$ cat src/rtl/select_first_pkg.sv
// Shared widths, item types and extension helpers for the select-first stage.
package select_first_pkg;

  localparam int unsigned N_CH = 4;   // request channels, index 0 = highest priority
  localparam int unsigned DW   = 11;  // signed output width
  localparam int unsigned IW   = 4;   // signed channel width
  localparam int unsigned DFW  = 8;   // unsigned default-source width

  // One-hot source select; bit N_CH marks the default source.
  typedef logic [N_CH:0] sel_t;

  typedef struct packed {
    logic [DW-1:0] data;
    sel_t          sel;
  } item_t;

  // Sign-extend a channel value to the output width.
  function automatic logic [DW-1:0] sext_iw(input logic [IW-1:0] v);
    return {{(DW-IW){v[IW-1]}}, v};
  endfunction

  // Zero-extend the default value to the output width.
  function automatic logic [DW-1:0] zext_dfw(input logic [DFW-1:0] v);
    return {{(DW-DFW){1'b0}}, v};
  endfunction

endpackage

$ cat src/rtl/skid_buf.sv
// Two-entry valid/ready buffer: output register plus one skid register.
// Latency 1, full throughput; the skid entry absorbs one item under backpressure.
module skid_buf
  import select_first_pkg::*;
(
  input  logic  clk,
  input  logic  rst,
  input  logic  in_valid,
  output logic  in_ready,
  input  item_t in_item,
  output logic  out_valid,
  input  logic  out_ready,
  output item_t out_item
);

  logic  rdy_q;         // low through the reset-release cycle so no handshake lands on it
  logic  out_valid_q;
  item_t out_item_q;
  logic  skid_valid_q;
  item_t skid_item_q;
  logic  in_xfer;
  logic  out_free;

  assign in_ready  = rdy_q & ~skid_valid_q;
  assign in_xfer   = in_valid & in_ready;
  assign out_free  = ~out_valid_q | out_ready;
  assign out_valid = out_valid_q;
  assign out_item  = out_item_q;

  // Output register refills from skid first, else directly from the input; else skid catches.
  always_ff @(posedge clk or negedge rst) begin
    if (!rst) begin
      rdy_q        <= 1'b0;
      out_valid_q  <= 1'b0;
      out_item_q   <= '0;
      skid_valid_q <= 1'b0;
      skid_item_q  <= '0;
    end else begin
      rdy_q <= 1'b1;
      if (out_free) begin
        if (skid_valid_q) begin
          out_valid_q  <= 1'b1;
          out_item_q   <= skid_item_q;
          skid_valid_q <= 1'b0;
        end else if (in_xfer) begin
          out_valid_q <= 1'b1;
          out_item_q  <= in_item;
        end else begin
          out_valid_q <= 1'b0;
        end
      end else if (in_xfer) begin
        skid_valid_q <= 1'b1;
        skid_item_q  <= in_item;
      end
    end
  end

endmodule

$ cat src/rtl/select_first_stage.sv
// Strict-priority picker over N_CH channels plus a default source, feeding a skid buffer.
// Optional per-source grant counters when SELECT_FIRST_STAGE_STATS_EN is defined.
module select_first_stage
  import select_first_pkg::*;
(
  input  logic               clk,
  input  logic               rst,
  input  logic [N_CH-1:0]    in_valid,
  output logic [N_CH-1:0]    in_ready,
  input  logic [N_CH*IW-1:0] in_data,
  input  logic               dflt_valid,
  output logic               dflt_ready,
  input  logic [DFW-1:0]     dflt_data,
  output logic               out_valid,
  input  logic               out_ready,
  output logic [DW-1:0]      out_data,
  output logic [N_CH:0]      out_sel
`ifdef SELECT_FIRST_STAGE_STATS_EN
  ,
  input  logic               stat_clr,
  output logic [N_CH:0][15:0] stat_grants
`endif
);

  sel_t  grant;
  item_t pick;
  logic  any_grant;
  logic  accept;
  item_t buf_out;

  // Lowest-index valid channel wins; default only when no channel is valid.
  always_comb begin
    grant = '0;
    for (int i = 0; i < N_CH; i++) begin
      if (in_valid[i] && (grant == '0)) grant[i] = 1'b1;
    end
    if ((grant == '0) && dflt_valid) grant[N_CH] = 1'b1;
  end

  // Build the item for the granted source.
  always_comb begin
    pick.data = '0;
    pick.sel  = grant;
    for (int i = 0; i < N_CH; i++) begin
      if (grant[i]) pick.data = sext_iw(in_data[i*IW +: IW]);
    end
    if (grant[N_CH]) pick.data = zext_dfw(dflt_data);
  end

  assign any_grant  = |grant;
  assign in_ready   = grant[N_CH-1:0] & {N_CH{accept}};
  assign dflt_ready = grant[N_CH] & accept;

  skid_buf u_skid_buf (
    .clk       (clk),
    .rst       (rst),
    .in_valid  (any_grant),
    .in_ready  (accept),
    .in_item   (pick),
    .out_valid (out_valid),
    .out_ready (out_ready),
    .out_item  (buf_out)
  );

  assign out_data = buf_out.data;
  assign out_sel  = buf_out.sel;

`ifdef SELECT_FIRST_STAGE_STATS_EN
  sel_t xfer;
  assign xfer = grant & {(N_CH+1){accept}};

  // Saturating per-source grant counters; clear beats a same-cycle increment.
  always_ff @(posedge clk or negedge rst) begin
    if (!rst) begin
      stat_grants <= '0;
    end else if (stat_clr) begin
      stat_grants <= '0;
    end else begin
      for (int i = 0; i <= N_CH; i++) begin
        if (xfer[i] && (stat_grants[i] != 16'hFFFF)) stat_grants[i] <= stat_grants[i] + 16'd1;
      end
    end
  end
`endif

endmodule

$ cat config.mk
export PLATFORM = sky130hd
export DESIGN_NAME = select_first_stage
export DESIGN_NICKNAME = d
export VERILOG_FILES = /design/src/rtl/select_first_pkg.sv /design/src/rtl/skid_buf.sv /design/src/rtl/select_first_stage.sv
export SDC_FILE = /design/constraint.sdc
export NUM_CORES = 1
export LEC_CHECK = 0
export BUFFER_PORTS_ARGS = -buffer_cell sky130_fd_sc_hd__buf_4
export CELL_PAD_IN_SITES_DETAIL_PLACEMENT = 1
export CELL_PAD_IN_SITES_GLOBAL_PLACEMENT = 2
export CORE_ASPECT_RATIO = 0.7
export CORE_MARGIN = 8
export CORE_UTILIZATION = 32
export CTS_CLUSTER_SIZE = 30
export DETAILED_ROUTE_END_ITERATION = 10
export PLACE_DENSITY_LB_ADDON = 0.1
export REMOVE_ABC_BUFFERS = 1
export SYNTH_ARGS = -nofsm -noshare
export SYNTH_HDL_FRONTEND = slang
export SYNTH_SLANG_ARGS = --single-unit
$ cat constraint.sdc
create_clock -name clk -period 4.2 [get_ports clk]
set_input_delay 0.84 -clock clk [delete_from_list [all_inputs] [get_ports clk]]
set_output_delay 0.84 -clock clk [all_outputs]
set_load 0.01 [all_outputs]
==> results.py, run 1 <==
metrics = {
    "run_status": {
        "status": "complete, no violations",
    },
    "floorplanning": {
        "start_util_pct": 33.8,
        "fp.dieW_um": 102,
        "rows": 21,
        "fp.dieH_um": 76.0,
        "core_area_um2": 4860,
        "die_area_um2": 7730,
        "pin_count": 54,
    },
    "logic_synthesis": {
        "synth_top_area_cell": "dfrtp_1",
        "synth_simple_gate_area_share_pct": 18.9,
        "synthArstFlopShare_pct": 100,
        "syn_area_um2": 1650,
        "ys_seq_area_share_pct": 47.1,
        "ys_ff_latch": 31,
        "synth.avg_cell_area_um2": 9.46,
        "synth_top_family_by_area": "compound AO/OA/AOI/OAI gates",
        "synth_xor_area_share_pct": 0,
        "synth_compound_area_share_pct": 21.4,
        "postSynthCellCount": 174,
        "yosysTopAreaCellShare_pct": 47.1,
        "synth-edff-count": 0,
        "yosys_warnings": 0,
        "synth_flop_cell": "dfrtp_1",
        "synthAdderAreaFrac_pct": 0,
        "synthTopCellsByArea": "dfrtp_1 (47%), nand2_1 (4.8%), nor2_1 (4.8%)",
        "synth.area.mux_share_pct": 7.15,
        "ys_types": 39,
    },
    "power_and_ir_drop": {
        "p_int_mw": 0.664,
        "power.share.combinational_pct": 24.5,
        "power_density_nw_per_um2": 430,
        "leakage_nw": 1.00,
        "power.switching_mw": 0.270,
        "clkPwrFrac_pct": 32.9,
        "pwr-share-seq_pct": 42.7,
        "sw_frac_of_total_pct": 28.9,
        "ir_worst_vdd_mv": 0.239,
    },
    "final_layout": {
        "fin_nets": 253,
        "drive_above_1_share_pct": 32.0,
        "area_delta_synth_final_pct": 32.1,
        "fin_cells": 291,
        "diodes": 0,
    },
    "clock_network": {
        "cts_hold_buf": 0,
        "clock-sinks": 31,
        "cts_buffer_depth": 2,
        "cts_tree": "built",
        "cts-root-buf": "clkbuf_8",
        "ctsResizeCount": 0,
        "clkSlewWorstSetupHoldPaths_ns": 0.07,
        "post_cts_buffers": 0,
        "clkLatencyLatePin_ns": 0.28,
        "htree_num_levels": 2,
        "cts_buffers": 5,
    },
    "route": {
        "drt-initial-drc-count": 64,
        "antenna_left": 0,
        "wl_per_cell_um": 17.8,
        "wl_met3_um": 212,
        "post-route-drc-count": 0,
        "vias": 1475,
        "viasPerCell": 5.07,
        "highest-signal-layer": "met4",
        "wirelength_met1_um": 2450,
        "routed_wl_um": 5190,
        "wl_met2_um": 2500,
        "drtPass1Iterations": 4,
    },
    "placed_design": {
        "io_buffer_count": 53,
        "gp_congestion": 0.822,
        "hpwl_um": 4070,
        "place_inst": 283,
        "place_ws_ns": 1.24,
    },
    "sta": {
        "rsz0062_at_grt": "false",
        "maxSlewViolCount": 0,
        "max_freq_ghz": 0.340,
        "period_share_pct": 70.0,
        "worst_pin_slew_ns": 0.942,
        "setup_viol": 0,
        "hold_slack_ns": 0.483,
        "min_period_ns": 2.94,
        "hold_viol": 0,
        "tns_ns": 0,
        "timing.final.ws_setup_ns": 1.26,
        "slew_headroom_pct": 37.2,
        "finClkSkew_ns": 0.0115,
    },
    "setup_path": {
        "cp_cell_sequence": "buf_4 > nor4_2 > nand2_1 > nor2_1 > buf_4",
        "critPathKind": "input port to primary output",
        "cpPeakStageDelay_ns": 0.46,
        "worstPathMaxFanout": 13,
        "crit_arrival_ns": 2.10,
        "slowest_stage": "nor4_2",
        "crit_cells": 5,
        "required_ns": 3.36,
        "rrSetupSlack_ns": 1.93,
        "r2r-start": "u_skid_buf.skid_valid_q",
        "reg2regPathDepth": 4,
        "cpMostUsedCell": "buf_4",
        "critical_path.endpoint": "dflt_ready",
        "r2r_end": "u_skid_buf.out_item[5]",
        "start_kind": "input port",
        "path_buf_inv": 2,
        "crit_path_start": "in_valid[1]",
        "path_delay_family": "simple AND/OR/NAND/NOR gates",
        "end_kind": "primary output",
    },
    "global_route": {
        "grt_usage_pct": 14.1,
        "antenna_found_initial": 0,
        "grt-ovfl-total": 0,
        "grt_pass1_vias": 1699,
        "grt_max_degree": 32,
        "grt_first_pass_wirelength_um": 8730,
    },
    "min_path": {
        "min_path_type": "input port to asynchronous set/reset pin",
    },
    "job": {
        "maxCapViolations": 0,
    },
}
[metrics by stage]
step                      power (mW)  cell area [um^2]  utilization (%)
after floorplan                0.505              1570                -
after global placement         0.626              2060             42.3
after detailed placement       0.639              2060             42.3
after CTS                      0.946              2170             44.7
after global routing           0.989              2170             44.7
final                          0.934              2170             44.7
[power by group through the flow]
stage,Sequential (mW),Clock (mW),Combinational [mW]
floorplan,0.409,0,0.0961
global placement,0.400,0,0.227
detailed placement,0.405,0,0.234
CTS,0.400,0.312,0.234
global route,0.408,0.326,0.256
finish,0.399,0.307,0.229
[placed cells by master, fill, tap and decap left out, drive strengths merged, types with 2 or more instances in the layout]
master | Yosys | final
mux2i | 5 | 5
and3 | 3 | 3
inv | 3 | 3
buf | 9 | 53
mux2 | 6 | 6
o31ai | 5 | 5
nand2b | 2 | 2
nor2 | 22 | 22
nand2 | 21 | 21
a211o | 3 | 3
nand3b | 2 | 2
a21oi | 6 | 6
a2111oi | 3 | 3
dfrtp | 31 | 31
o21ai | 17 | 17
and2 | 5 | 5
clkbuf | 4 | 6
a32oi | 3 | 3
a22oi | 5 | 5
a31oi | 5 | 5
[layer usage]
| layer | track usage [%] | vias to the layer above |
|---|---|---|
| met5 | 0 | - |
| met3 | 3.83 | 5 |
| met4 | 2.67 | 0 |
| li1 | - | 716 |
| met1 | 18.0 | 728 |
| met2 | 23.0 | 26 |
[synthesized netlist by cell type, types with 2 or more instances]
library cell,number
buf_2,5
mux2i_1,5
clkbuf_1,4
o21ai_0,2
a31oi_1,5
dfrtp_1,31
and3_1,3
nand2b_1,2
o21ai_1,15
o31ai_1,5
mux2_1,3
a2111oi_0,3
a21oi_1,6
a211o_1,3
nand3b_1,2
nand2_1,21
a32oi_1,3
mux2_2,3
inv_1,3
and2_1,5
nor2_1,21
buf_4,3
a22oi_1,5
[registers in the layout, indices dropped and copies added, names as in the netlist]
register / cells
u_skid_buf.out_item: 14
u_skid_buf.rdy_q: 1
u_skid_buf.skid_valid_q: 1
u_skid_buf.skid_item_q: 14
u_skid_buf.out_valid: 1
[worst min-delay path by stage]
stage	start	end	slack (ns)	cells past startpoint
after global routing	rst	u_skid_buf.skid_item_q[7]	0.51	1
after CTS	u_skid_buf.out_item[1]	u_skid_buf.out_item[1]	0.49	2
after detailed placement	u_skid_buf.out_item[1]	u_skid_buf.out_item[1]	0.48	2
after floorplan	u_skid_buf.skid_item_q[5]	u_skid_buf.skid_item_q[5]	0.45	1
final	rst	u_skid_buf.skid_item_q[6]	0.48	1
after global placement	u_skid_buf.skid_item_q[5]	u_skid_buf.skid_item_q[5]	0.47	1
[cell type report]
class	count	area [um^2]
clock inverter	2	35.0
sequential	31	776
multi-input combinational	127	785
clock buffer	6	82.6
fill	565	2690
tap	69	86.3
inverter	3	11.3
timing repair buffer	53	398
[cell families (layout without fill, tap and decap cells)]
kind of cell | count (synthesis) | after routing
buffers and inverters | 16 | 64
AND/OR/NAND/NOR | 63 | 63
multiplexers | 11 | 11
other | 1 | 1
flip-flops | 31 | 31
AO/OA/AOI/OAI | 52 | 52
Power figures use the tool's default switching activity.
==> inputs of run 2 (changes only) <==
--- a/config.mk
+++ b/config.mk
@@ -5,12 +5,13 @@
 export SDC_FILE = /design/constraint.sdc
 export NUM_CORES = 1
 export LEC_CHECK = 0
+export ABC_AREA = 1
 export BUFFER_PORTS_ARGS = -buffer_cell sky130_fd_sc_hd__buf_4
 export CELL_PAD_IN_SITES_DETAIL_PLACEMENT = 1
 export CELL_PAD_IN_SITES_GLOBAL_PLACEMENT = 2
 export CORE_ASPECT_RATIO = 0.7
 export CORE_MARGIN = 8
-export CORE_UTILIZATION = 32
+export CORE_UTILIZATION = 25
 export CTS_CLUSTER_SIZE = 30
 export DETAILED_ROUTE_END_ITERATION = 10
 export PLACE_DENSITY_LB_ADDON = 0.1
==> constraint.sdc (replaced) <==
create_clock -name clk -period 2.4 [get_ports clk]
set_input_delay 0.48 -clock clk [delete_from_list [all_inputs] [get_ports clk]]
set_output_delay 0.48 -clock clk [all_outputs]
set_load 0.01 [all_outputs]
==> results.py, run 2 <==
metrics = {
    "setup_path": {
        "cp_cell_sequence": "nor2_1 > inv_1 > nor2_1 > buf_4",
        "path_buf_inv": 2,
        "crit_arrival_ns": 1.43,
        "r2r-start": "u_skid_buf.skid_valid_q",
        "start_kind": "register",
        "crit_cells": 4,
        "slowest_stage": "dfrtp_1",
        "worstPathMaxFanout": 11,
        "path_delay_family": "flip-flops",
        "end_kind": "primary output",
        "cpMostUsedCell": "nor2_1",
        "reg2regPathDepth": 6,
        "required_ns": 1.92,
        "cpPeakStageDelay_ns": 0.50,
        "crit_path_start": "u_skid_buf.skid_valid_q",
        "critPathKind": "register to primary output",
    },
    "final_layout": {
        "fin_cells": 380,
        "fin_nets": 317,
        "final_cell_mix": "nand2_1 (104), buf_4 (54), dfrtp_1 (31)",
        "stdcell_area_um2": 2280,
        "layout_commonest_cell": "nand2_1",
        "area_delta_synth_final_pct": 30.4,
        "diodes": 0,
        "drive_above_1_share_pct": 28.3,
    },
    "placed_design": {
        "dpl_cell_area_um2": 2180,
        "io_buffer_count": 53,
        "place_inst": 372,
        "gp_congestion": 0.695,
        "place_ws_ns": 0.570,
        "hpwl_um": 3790,
    },
    "global_route": {
        "grt_max_degree": 32,
        "grt_pass1_vias": 1671,
        "grt-ovfl-total": 0,
        "grt_first_pass_wirelength_um": 8470,
        "grt_usage_pct": 11.0,
        "antenna_found_initial": 0,
    },
    "clock_network": {
        "cts_tree": "built",
        "ctsResizeCount": 0,
        "clkLatencyLatePin_ns": 0.28,
        "cts_hold_buf": 0,
        "cts-root-buf": "clkbuf_8",
        "cts_buffers": 5,
        "cts_buffer_depth": 2,
        "htree_num_levels": 2,
        "post_cts_buffers": 0,
        "clock-sinks": 31,
        "clkSlewWorstSetupHoldPaths_ns": 0.07,
    },
    "route": {
        "antenna_left": 0,
        "vias": 1566,
        "post-route-drc-count": 0,
        "wl_per_cell_um": 13.3,
        "drt-initial-drc-count": 86,
        "routed_wl_um": 5050,
        "drtPass1Iterations": 4,
        "viasPerCell": 4.12,
    },
    "logic_synthesis": {
        "synthAdderAreaFrac_pct": 0,
        "synthTopCellsByArea": "dfrtp_1 (44%), nand2_1 (22%), nor2_1 (6.5%)",
        "synth_flop_cell": "dfrtp_1",
        "synth-edff-count": 0,
        "yosysTopAreaCellShare_pct": 44.4,
        "ys_ff_latch": 31,
        "synth_xor_area_share_pct": 0,
        "post-synth-top-count-cell": "nand2_1",
        "syn_area_um2": 1750,
        "synth.avg_cell_area_um2": 7.43,
        "synthTopCellsByCount": "nand2_1 (104), dfrtp_1 (31), nor2_1 (30), nand3_1 (18), inv_1 (15)",
        "synth.area.mux_share_pct": 0,
        "yosys_warnings": 0,
        "postSynthCellCount": 235,
        "ys_types": 24,
        "synth_simple_gate_area_share_pct": 41.4,
        "synth_compound_area_share_pct": 4.95,
        "synth_top_family_by_area": "simple AND/OR/NAND/NOR gates",
        "synthArstFlopShare_pct": 100,
        "synth_top_area_cell": "dfrtp_1",
        "ys_seq_area_share_pct": 44.4,
    },
    "power_and_ir_drop": {
        "leakage_nw": 1.26,
        "sw_frac_of_total_pct": 32.8,
        "clkPwrFrac_pct": 26.6,
        "power_density_nw_per_um2": 756,
        "pwr-share-seq_pct": 42.9,
        "p_int_mw": 1.16,
        "power.share.combinational_pct": 30.6,
        "power.switching_mw": 0.564,
        "ir_worst_vdd_mv": 0.262,
    },
    "floorplanning": {
        "die_area_um2": 9950,
        "fp.dieW_um": 116,
        "pin_count": 54,
        "fp.dieH_um": 85.9,
        "rows": 25,
        "core_area_um2": 6760,
        "start_util_pct": 25.8,
    },
    "min_path": {
        "min_path_type": "input port to asynchronous set/reset pin",
    },
    "sta": {
        "min_period_ns": 1.91,
        "hold_viol": 0,
        "setup_viol": 0,
        "max_freq_ghz": 0.523,
        "rsz0062_at_grt": "false",
        "slew_headroom_pct": 59.0,
        "timing.final.ws_setup_ns": 0.489,
        "maxSlewViolCount": 0,
        "worst_pin_slew_ns": 0.615,
        "tns_ns": 0,
        "finClkSkew_ns": 0.00578,
        "period_share_pct": 79.6,
    },
    "job": {
        "maxCapViolations": 0,
    },
    "run_status": {
        "status": "complete, no violations",
    },
}
run 2: power by group through the flow:
stage / Combinational, mW / Clock, mW / Sequential [mW]
3_3_place_gp: 0.535 / 0 / 0.750
3_5_place_dp: 0.542 / 0 / 0.747
6_report: 0.526 / 0.457 / 0.738
5_1_grt: 0.609 / 0.501 / 0.757
2_1_floorplan: 0.242 / 0 / 0.774
4_1_cts: 0.543 / 0.474 / 0.740
run 2: layer usage:
metal / GRT usage, % / vias up / part of all wire (%)
met4: 1.76 / 0 / 0.42
met3: 4.77 / 4 / 5.6
li1: - / 823 / -
met5: 0 / - / 0
met1: 14.3 / 710 / 51
met2: 16.6 / 29 / 43
run 2: final timing paths:
kind | endpoint | slack [ns]
setup reg to reg | u_skid_buf.skid_item_q[14] | 0.72
hold reg to reg | u_skid_buf.out_item[4] | 0.48
min in group clk | u_skid_buf.out_item[4] | 0.48
hold / removal | u_skid_buf.skid_item_q[2] | 0.13
setup / recovery | dflt_ready | 0.49
max in group asynchronous | u_skid_buf.out_valid | 1.97
run 2: cells by family after synthesis:
family,after synthesis
DFF,31
other,1
buffers and inverters,28
and+or+nand+nor,163
AOI/OAI and AO/OA,12
run 2: layout make-up:
| cell class | count | area (um^2) |
|---|---|---|
| Timing Repair Buffer | 54 | 405 |
| Fill cell | 874 | 4480 |
| Inverter | 17 | 63.8 |
| Multi-Input combinational cell | 176 | 813 |
| Tap cell | 94 | 118 |
| Clock buffer | 8 | 100 |
| Sequential cell | 31 | 776 |
run 2: metrics by stage:
step / power, mW / util [%] / hold WS [ns]
3_3_place_gp: 1.29 / 32.2 / 0.452
3_5_place_dp: 1.29 / 32.2 / 0.454
4_1_cts: 1.76 / 33.7 / 0.146
6_report: 1.72 / 33.7 / 0.133
5_1_grt: 1.87 / 33.7 / 0.143
2_1_floorplan: 1.02 / - / 0.184
